### src/rtl/hex2ascii_pkg.sv
// hex2ascii_pkg: shared constants and FSM state type for the hex-to-ASCII serializer
package hex2ascii_pkg;
  localparam int CASE_UPPER = 0;
  localparam int CASE_LOWER = 1;
  localparam int CASE_MIXED = 2;
  localparam logic [6:0] ASCII_0 = 7'h30;
  localparam logic [6:0] ASCII_X = 7'h78;
  typedef enum logic [2:0] {IDLE, PRE0, PRE1, DIG, TERM} state_e;
endpackage

### src/rtl/hex2ascii_serializer_if.sv
// hex2ascii_serializer_if: word-in / character-out handshake bundle
//   in_valid/in_ready/in_data          : word producer side
//   out_valid/out_ready/out_char/out_last : character sink side
//   master = producer/sink environment, slave = serializer
interface hex2ascii_serializer_if #(parameter int WIDTH = 32);
  logic in_valid;
  logic in_ready;
  logic [WIDTH-1:0] in_data;
  logic out_valid;
  logic out_ready;
  logic [6:0] out_char;
  logic out_last;
  modport master(output in_valid, in_data, out_ready, input in_ready, out_valid, out_char, out_last);
  modport slave(input in_valid, in_data, out_ready, output in_ready, out_valid, out_char, out_last);
endinterface

### src/rtl/hex2ascii_nibble.sv
// hex2ascii_nibble: 4-bit value to 7-bit ASCII hex digit
//   nib_i  : nibble to convert
//   char_o : ASCII digit, letter case chosen by CASE_MODE
module hex2ascii_nibble
  import hex2ascii_pkg::*;
#(
  parameter int CASE_MODE = CASE_MIXED
) (
  input  logic [3:0] nib_i,
  output logic [6:0] char_o
);
  logic lower;
  always_comb begin
    // mixed case lowers only b and d so they stay distinct from 8 and 0 on seven-segment displays
    lower = CASE_MODE == CASE_LOWER || (CASE_MODE == CASE_MIXED && (nib_i == 4'hB || nib_i == 4'hD));
    char_o = nib_i < 4'hA ? ASCII_0 + 7'(nib_i) : lower ? 7'h57 + 7'(nib_i) : 7'h37 + 7'(nib_i);
  end
endmodule

### src/rtl/hex2ascii_serializer.sv
// hex2ascii_serializer: binary word to stream of ASCII hex characters, one per beat
//   clk, reset_n : clock, asynchronous active-low reset
//   bus          : word input handshake and registered character output handshake
//   busy         : high from word acceptance until the last character is handshaken
module hex2ascii_serializer
  import hex2ascii_pkg::*;
#(
  parameter int         WIDTH          = 32,
  parameter int         CASE_MODE      = CASE_MIXED,
  parameter int         PREFIX_EN      = 0,
  parameter int         SUPPRESS_ZEROS = 0,
  parameter int         TERM_EN        = 0,
  parameter logic [6:0] TERM_CHAR      = 7'h0A
) (
  input  logic                 clk,
  input  logic                 reset_n,
  hex2ascii_serializer_if.slave bus,
  output logic                 busy
);
  localparam int D = WIDTH / 4;
  localparam int IW = D > 1 ? $clog2(D) : 1;
  if (WIDTH == 0 || WIDTH % 4 != 0) begin : g_bad_width
    $error("hex2ascii_serializer: WIDTH must be a nonzero multiple of 4");
  end
  state_e state_q, state_d;
  logic [WIDTH-1:0] data_q, data_d;
  logic [IW-1:0] idx_q, idx_d, first_idx;
  logic [6:0] char_q, char_d, dig_char;
  logic valid_q, valid_d, last_q, last_d, adv;
  logic [3:0] nib;
  always_ff @(posedge clk or negedge reset_n) begin
    if (!reset_n) begin
      state_q <= IDLE;
      data_q  <= '0;
      idx_q   <= '0;
      char_q  <= '0;
      valid_q <= 1'b0;
      last_q  <= 1'b0;
    end else begin
      state_q <= state_d;
      data_q  <= data_d;
      idx_q   <= idx_d;
      char_q  <= char_d;
      valid_q <= valid_d;
      last_q  <= last_d;
    end
  end
  // highest nonzero nibble wins, so suppressed zeros cost no cycles; all-zero word gives digit 0
  always_comb begin
    first_idx = '0;
    for (int i = 0; i < D; i++) first_idx = bus.in_data[4*i +: 4] != 4'h0 ? IW'(i) : first_idx;
    first_idx = SUPPRESS_ZEROS != 0 ? first_idx : IW'(D - 1);
  end
  always_comb begin
    state_d = state_q;
    data_d  = data_q;
    idx_d   = idx_q;
    adv     = valid_q & bus.out_ready;
    case (state_q)
      IDLE: if (bus.in_valid) begin
        data_d  = bus.in_data;
        idx_d   = first_idx;
        state_d = PREFIX_EN != 0 ? PRE0 : DIG;
      end
      PRE0: state_d = adv ? PRE1 : state_q;
      PRE1: state_d = adv ? DIG : state_q;
      DIG: if (adv) begin
        state_d = idx_q != '0 ? DIG : TERM_EN != 0 ? TERM : IDLE;
        idx_d   = idx_q != '0 ? idx_q - 1'b1 : idx_q;
      end
      TERM: state_d = adv ? IDLE : state_q;
      default: state_d = IDLE;
    endcase
  end
  assign nib = 4'(data_d >> {idx_d, 2'b00});
  hex2ascii_nibble #(.CASE_MODE(CASE_MODE)) u_nib (.nib_i(nib), .char_o(dig_char));
  // output registers are loaded from the next state, giving one-cycle latency and stall-stable data
  always_comb begin
    valid_d = state_d != IDLE;
    char_d = state_d == PRE0 ? ASCII_0 : state_d == PRE1 ? ASCII_X : state_d == DIG ? dig_char : state_d == TERM ? TERM_CHAR : 7'h00;
    last_d = state_d == TERM || (state_d == DIG && idx_d == '0 && TERM_EN == 0);
    bus.in_ready  = state_q == IDLE;
    bus.out_valid = valid_q;
    bus.out_char  = char_q;
    bus.out_last  = last_q;
    busy = state_q != IDLE;
  end
endmodule

### src/flat_wrapper.sv
// flat-port wrapper written by rule: the top's interface ports become plain ports
module hex2ascii_serializer_flat import hex2ascii_pkg::*;
#(
  parameter int         WIDTH          = 32,
  parameter int         CASE_MODE      = CASE_MIXED,
  parameter int         PREFIX_EN      = 0,
  parameter int         SUPPRESS_ZEROS = 0,
  parameter int         TERM_EN        = 0,
  parameter logic [6:0] TERM_CHAR      = 7'h0A
)
  (clk, reset_n, busy, bus_in_valid, bus_in_data, bus_out_ready, bus_in_ready, bus_out_valid, bus_out_char, bus_out_last);
  hex2ascii_serializer_if #(.WIDTH(WIDTH)) bus_i ();
  input  logic clk;
  input  logic reset_n;
  output logic busy;
  input wire logic [$bits(bus_i.in_valid)-1:0] bus_in_valid;
  input wire logic [$bits(bus_i.in_data)-1:0] bus_in_data;
  input wire logic [$bits(bus_i.out_ready)-1:0] bus_out_ready;
  output wire logic [$bits(bus_i.in_ready)-1:0] bus_in_ready;
  output wire logic [$bits(bus_i.out_valid)-1:0] bus_out_valid;
  output wire logic [$bits(bus_i.out_char)-1:0] bus_out_char;
  output wire logic [$bits(bus_i.out_last)-1:0] bus_out_last;
  assign bus_i.in_valid = bus_in_valid;
  assign bus_i.in_data = bus_in_data;
  assign bus_i.out_ready = bus_out_ready;
  assign bus_in_ready = bus_i.in_ready;
  assign bus_out_valid = bus_i.out_valid;
  assign bus_out_char = bus_i.out_char;
  assign bus_out_last = bus_i.out_last;
  hex2ascii_serializer #(.WIDTH(WIDTH), .CASE_MODE(CASE_MODE), .PREFIX_EN(PREFIX_EN), .SUPPRESS_ZEROS(SUPPRESS_ZEROS), .TERM_EN(TERM_EN), .TERM_CHAR(TERM_CHAR)) u_core (.clk(clk), .reset_n(reset_n), .bus(bus_i), .busy(busy));
endmodule
### config.mk
export PLATFORM = sky130hd
export DESIGN_NAME = hex2ascii_serializer_flat
export DESIGN_NICKNAME = d
export VERILOG_FILES = /design/src/rtl/hex2ascii_pkg.sv /design/src/rtl/hex2ascii_serializer_if.sv /design/src/rtl/hex2ascii_nibble.sv /design/src/rtl/hex2ascii_serializer.sv /design/src/flat_wrapper.sv
export SDC_FILE = /design/constraint.sdc
export NUM_CORES = 1
export LEC_CHECK = 0
export BUFFER_PORTS_ARGS = -buffer_cell sky130_fd_sc_hd__buf_2
export CAP_MARGIN = 20
export CORE_MARGIN = 4
export CORE_UTILIZATION = 55
export DETAILED_ROUTE_END_ITERATION = 6
export PLACE_DENSITY = 0.8
export SYNTH_ARGS = -nofsm -noshare
export SYNTH_HDL_FRONTEND = slang
export SYNTH_HIERARCHICAL = 1
export SYNTH_SLANG_ARGS = --single-unit
### constraint.sdc
create_clock -name clk -period 3.3 [get_ports clk]
set_input_delay 0.165 -clock clk [delete_from_list [all_inputs] [get_ports clk]]
set_output_delay 0.165 -clock clk [all_outputs]
set_load 0.02 [all_outputs]
==> out/results.ini <==
[power_and_ir_drop]
power_density_nw_per_um2=1130
power.total_w=0.00319
ir_drop_mv=0.512
leakagePower_nw=1.49

[hold_path]
hold_path_class=primary input to register
min_path_cells=3

[outcome]
status=finished, final reports clean

[logic_synthesis]
synth_nets=305
synth_flop_cell=dfrtp_1
synthTopCellsByArea=dfrtp_1 (49%), nand2_1 (15%), mux2i_1 (6.3%)
yosys.area.top_type=dfrtp_1
avgSynthCellArea_sq_um=9.01
syn-instance-count=264
synth_top_area_frac=0.494
yosysSeqAreaShare=0.494
synth_common_cells=nand2_1 (94), dfrtp_1 (47), mux2i_1 (15)
ys_seq_elements=47
synth.most_common_cell=nand2_1
async_reset_ff_frac=1.00
yosysUniqueCellTypes=38
yosys_warnings=6
syn_area_sq_um=2380
synth_edf_count=0

[timing]
holdWs_ns=0.0502
drv_slew=0
finalCritPeriodShare=0.936
final.setup.worst_slack_ns=0.212
max_freq_mhz=324
min_period_ns=3.09
worst_pin_slew_ns=0.559
hold_viol=0
slew_headroom=0.626
worst_clock_skew_ns=0.00390
setup_viol=0

[layout]
nNetsFinal=350
n_antenna_cell=0
fin_util=0.689
n_fill_cell=333
area_growth_pct=18.4
drive_above_1_share=0.239

[worst_setup_path]
cp_cell_sequence=inv_1 > ha_1 > nor2b_1 > nor3_4 > mux2i_1 > nor2_1 > inv_2 > o221ai_1 > o21a_1 > inv_2 > ha_1 > nor2_1 > o21ai_0 > a21o_1
critPathBufInv=3
reg2reg_slack_ns=0.21
arrival_ns=3.28
rr_worst_depth=14
worstSetupEndpointType=register
startpoint=u_core/idx_q[0]
path_max_fanout=9
path_class=register to register
cpPeakStageDelay_ns=0.44
cp_num_cells=14
endpoint=u_core/bus.out_char[4]
worstReg2RegEnd=u_core/bus.out_char[4]
cp_slowest_cell=dfrtp_1
worst_r2r_startpoint=u_core/idx_q[0]
cp_top_family=simple AND/OR/NAND/NOR gates
critPathLaunchType=register
crit_required_ns=3.49

[clocking]
cts_tree=built
cts.sinks=47
clock_latency_ns=0.30
path_clk_slew_ns=0.08
htreeDepth=2
clockBufferDepth=2
cts-root-buf=clkbuf_8
cts_made_buffers=5

[floorplanning]
dieHeight_um=73.8
start_util=0.582
fp.coreArea_sq_um=4090
die-width_um=73.8
fp.dieArea_sq_um=5440
rows=23
io_pins=47

[detailed_routing]
drt-initial-drc-count=96
vias_per_cell=5.28
wl_per_cell_um=13.4
routed_wl_um=4840
ant_nets=0
drcViolationCount=0
dr.pass1.iters=4
vias=1902

[global_route]
grt_pass1_vias=1827
antenna_found_initial=0
grt_pass1_wl_um=7910
grt.total_usage=0.189
grt_overflow=0
grt_max_degree=48

[job]
cap_violations=0

[placed_design]
portBuffers=46
hpwlAfterDp_um=3350
pre_cts_ws_ns=0.0795
gp_congestion=0.777

[layout make-up]
type,count,area (sq um),area share
well taps,50,62.6,0.0222
clock inverters,2,35.0,0.0124
clock buffers,6,82.6,0.0293
flip-flops and latches,47,1180,0.418
inverters,11,41.3,0.0147
multi-input cells,190,1090,0.388
repair buffers,54,325,0.116
[power by group]
group / switching [W] / total, W / internal, W
clock network: 0.000188 / 0.000433 / 0.000245
logic: 0.000974 / 0.00177 / 0.000798
registers: 0.000145 / 0.000981 / 0.000836
total: 0.00131 / 0.00319 / 0.00188
[cell usage in the layout, fill, tap and decap left out, types with 4 or more instances in the layout]
| cell type | Yosys | final |
|---|---|---|
| nor2_1 | 13 | 13 |
| dfrtp_1 | 47 | 47 |
| nor3b_1 | 4 | 4 |
| buf_4 | 3 | 5 |
| nand2_1 | 94 | 94 |
| ha_1 | 5 | 5 |
| o21ai_0 | 5 | 5 |
| clkbuf_8 | 0 | 6 |
| buf_2 | 4 | 46 |
| mux2i_1 | 15 | 15 |
| a21oi_1 | 11 | 11 |
| a21o_1 | 4 | 4 |
| inv_1 | 9 | 9 |
[worst min path at each step]
stage / start / to / slack [ns]
6_report: bus_in_data[13] / u_core/data_q[13] / 0.05
5_1_grt: bus_in_data[23] / u_core/data_q[23] / 0.06
4_1_cts: bus_in_data[13] / u_core/data_q[13] / 0.05
3_5_place_dp: bus_in_data[13] / u_core/data_q[13] / 0.36
3_3_place_gp: bus_in_data[14] / u_core/data_q[14] / 0.35
2_1_floorplan: reset_n / u_core/bus.out_char[0] / -0.13
[state kept, by name (all words and copies together), names as in the netlist]
register and flops:
u_core/bus.out_char 7, u_core/state_q 3, u_core/bus.out_last 1, u_core/data_q 32
u_core/idx_q 3, u_core/bus.out_valid 1
[metrics by stage]
step           std cells  setup TNS, ns  instance area (sq um)
6_report             360              0                   2820
5_1_grt              360        -0.0113                   2820
4_1_cts              356              0                   2730
3_5_place_dp         348              0                   2620
3_3_place_gp         348              0                   2620
2_1_floorplan        264              0                   2380
[worst min-delay path, cell delays in order]
cell     delay [ns]
buf_2          0.07
nand2_1        0.04
nand2_1        0.04
[timing repair]
item | 4_1_cts | 5_1_grt
endpoints found under the hold margin | 0 | 22
gates resized for setup | 0 | 2
hold buffers | 0 | 1
endpoints found under the setup margin | 0 | 7
setup buffers | 0 | 2
[metal layers]
| metal | share of wire | track usage | routed length (um) |
|---|---|---|---|
| met4 | 0.014 | 0.0604 | 70 |
| met5 | 0 | 0 | 0 |
| met3 | 0.056 | 0.0451 | 273 |
| met2 | 0.48 | 0.314 | 2330 |
| met1 | 0.45 | 0.241 | 2170 |
[kinds of logic (layout without fill, tap and decap cells)]
| kind of cell | after synthesis | after routing | synth area share |
|---|---|---|---|
| adders and majority gates | 5 | 5 | 0.0263 |
| AOI/OAI and AO/OA | 38 | 38 | 0.104 |
| DFF | 47 | 47 | 0.494 |
| muxes | 18 | 18 | 0.0773 |
| buffers and inverters | 27 | 73 | 0.0594 |
| xor gates and xnor gates | 2 | 2 | 0.00737 |
| and+or+nand+nor | 127 | 127 | 0.231 |
Power figures use the tool's default switching activity.
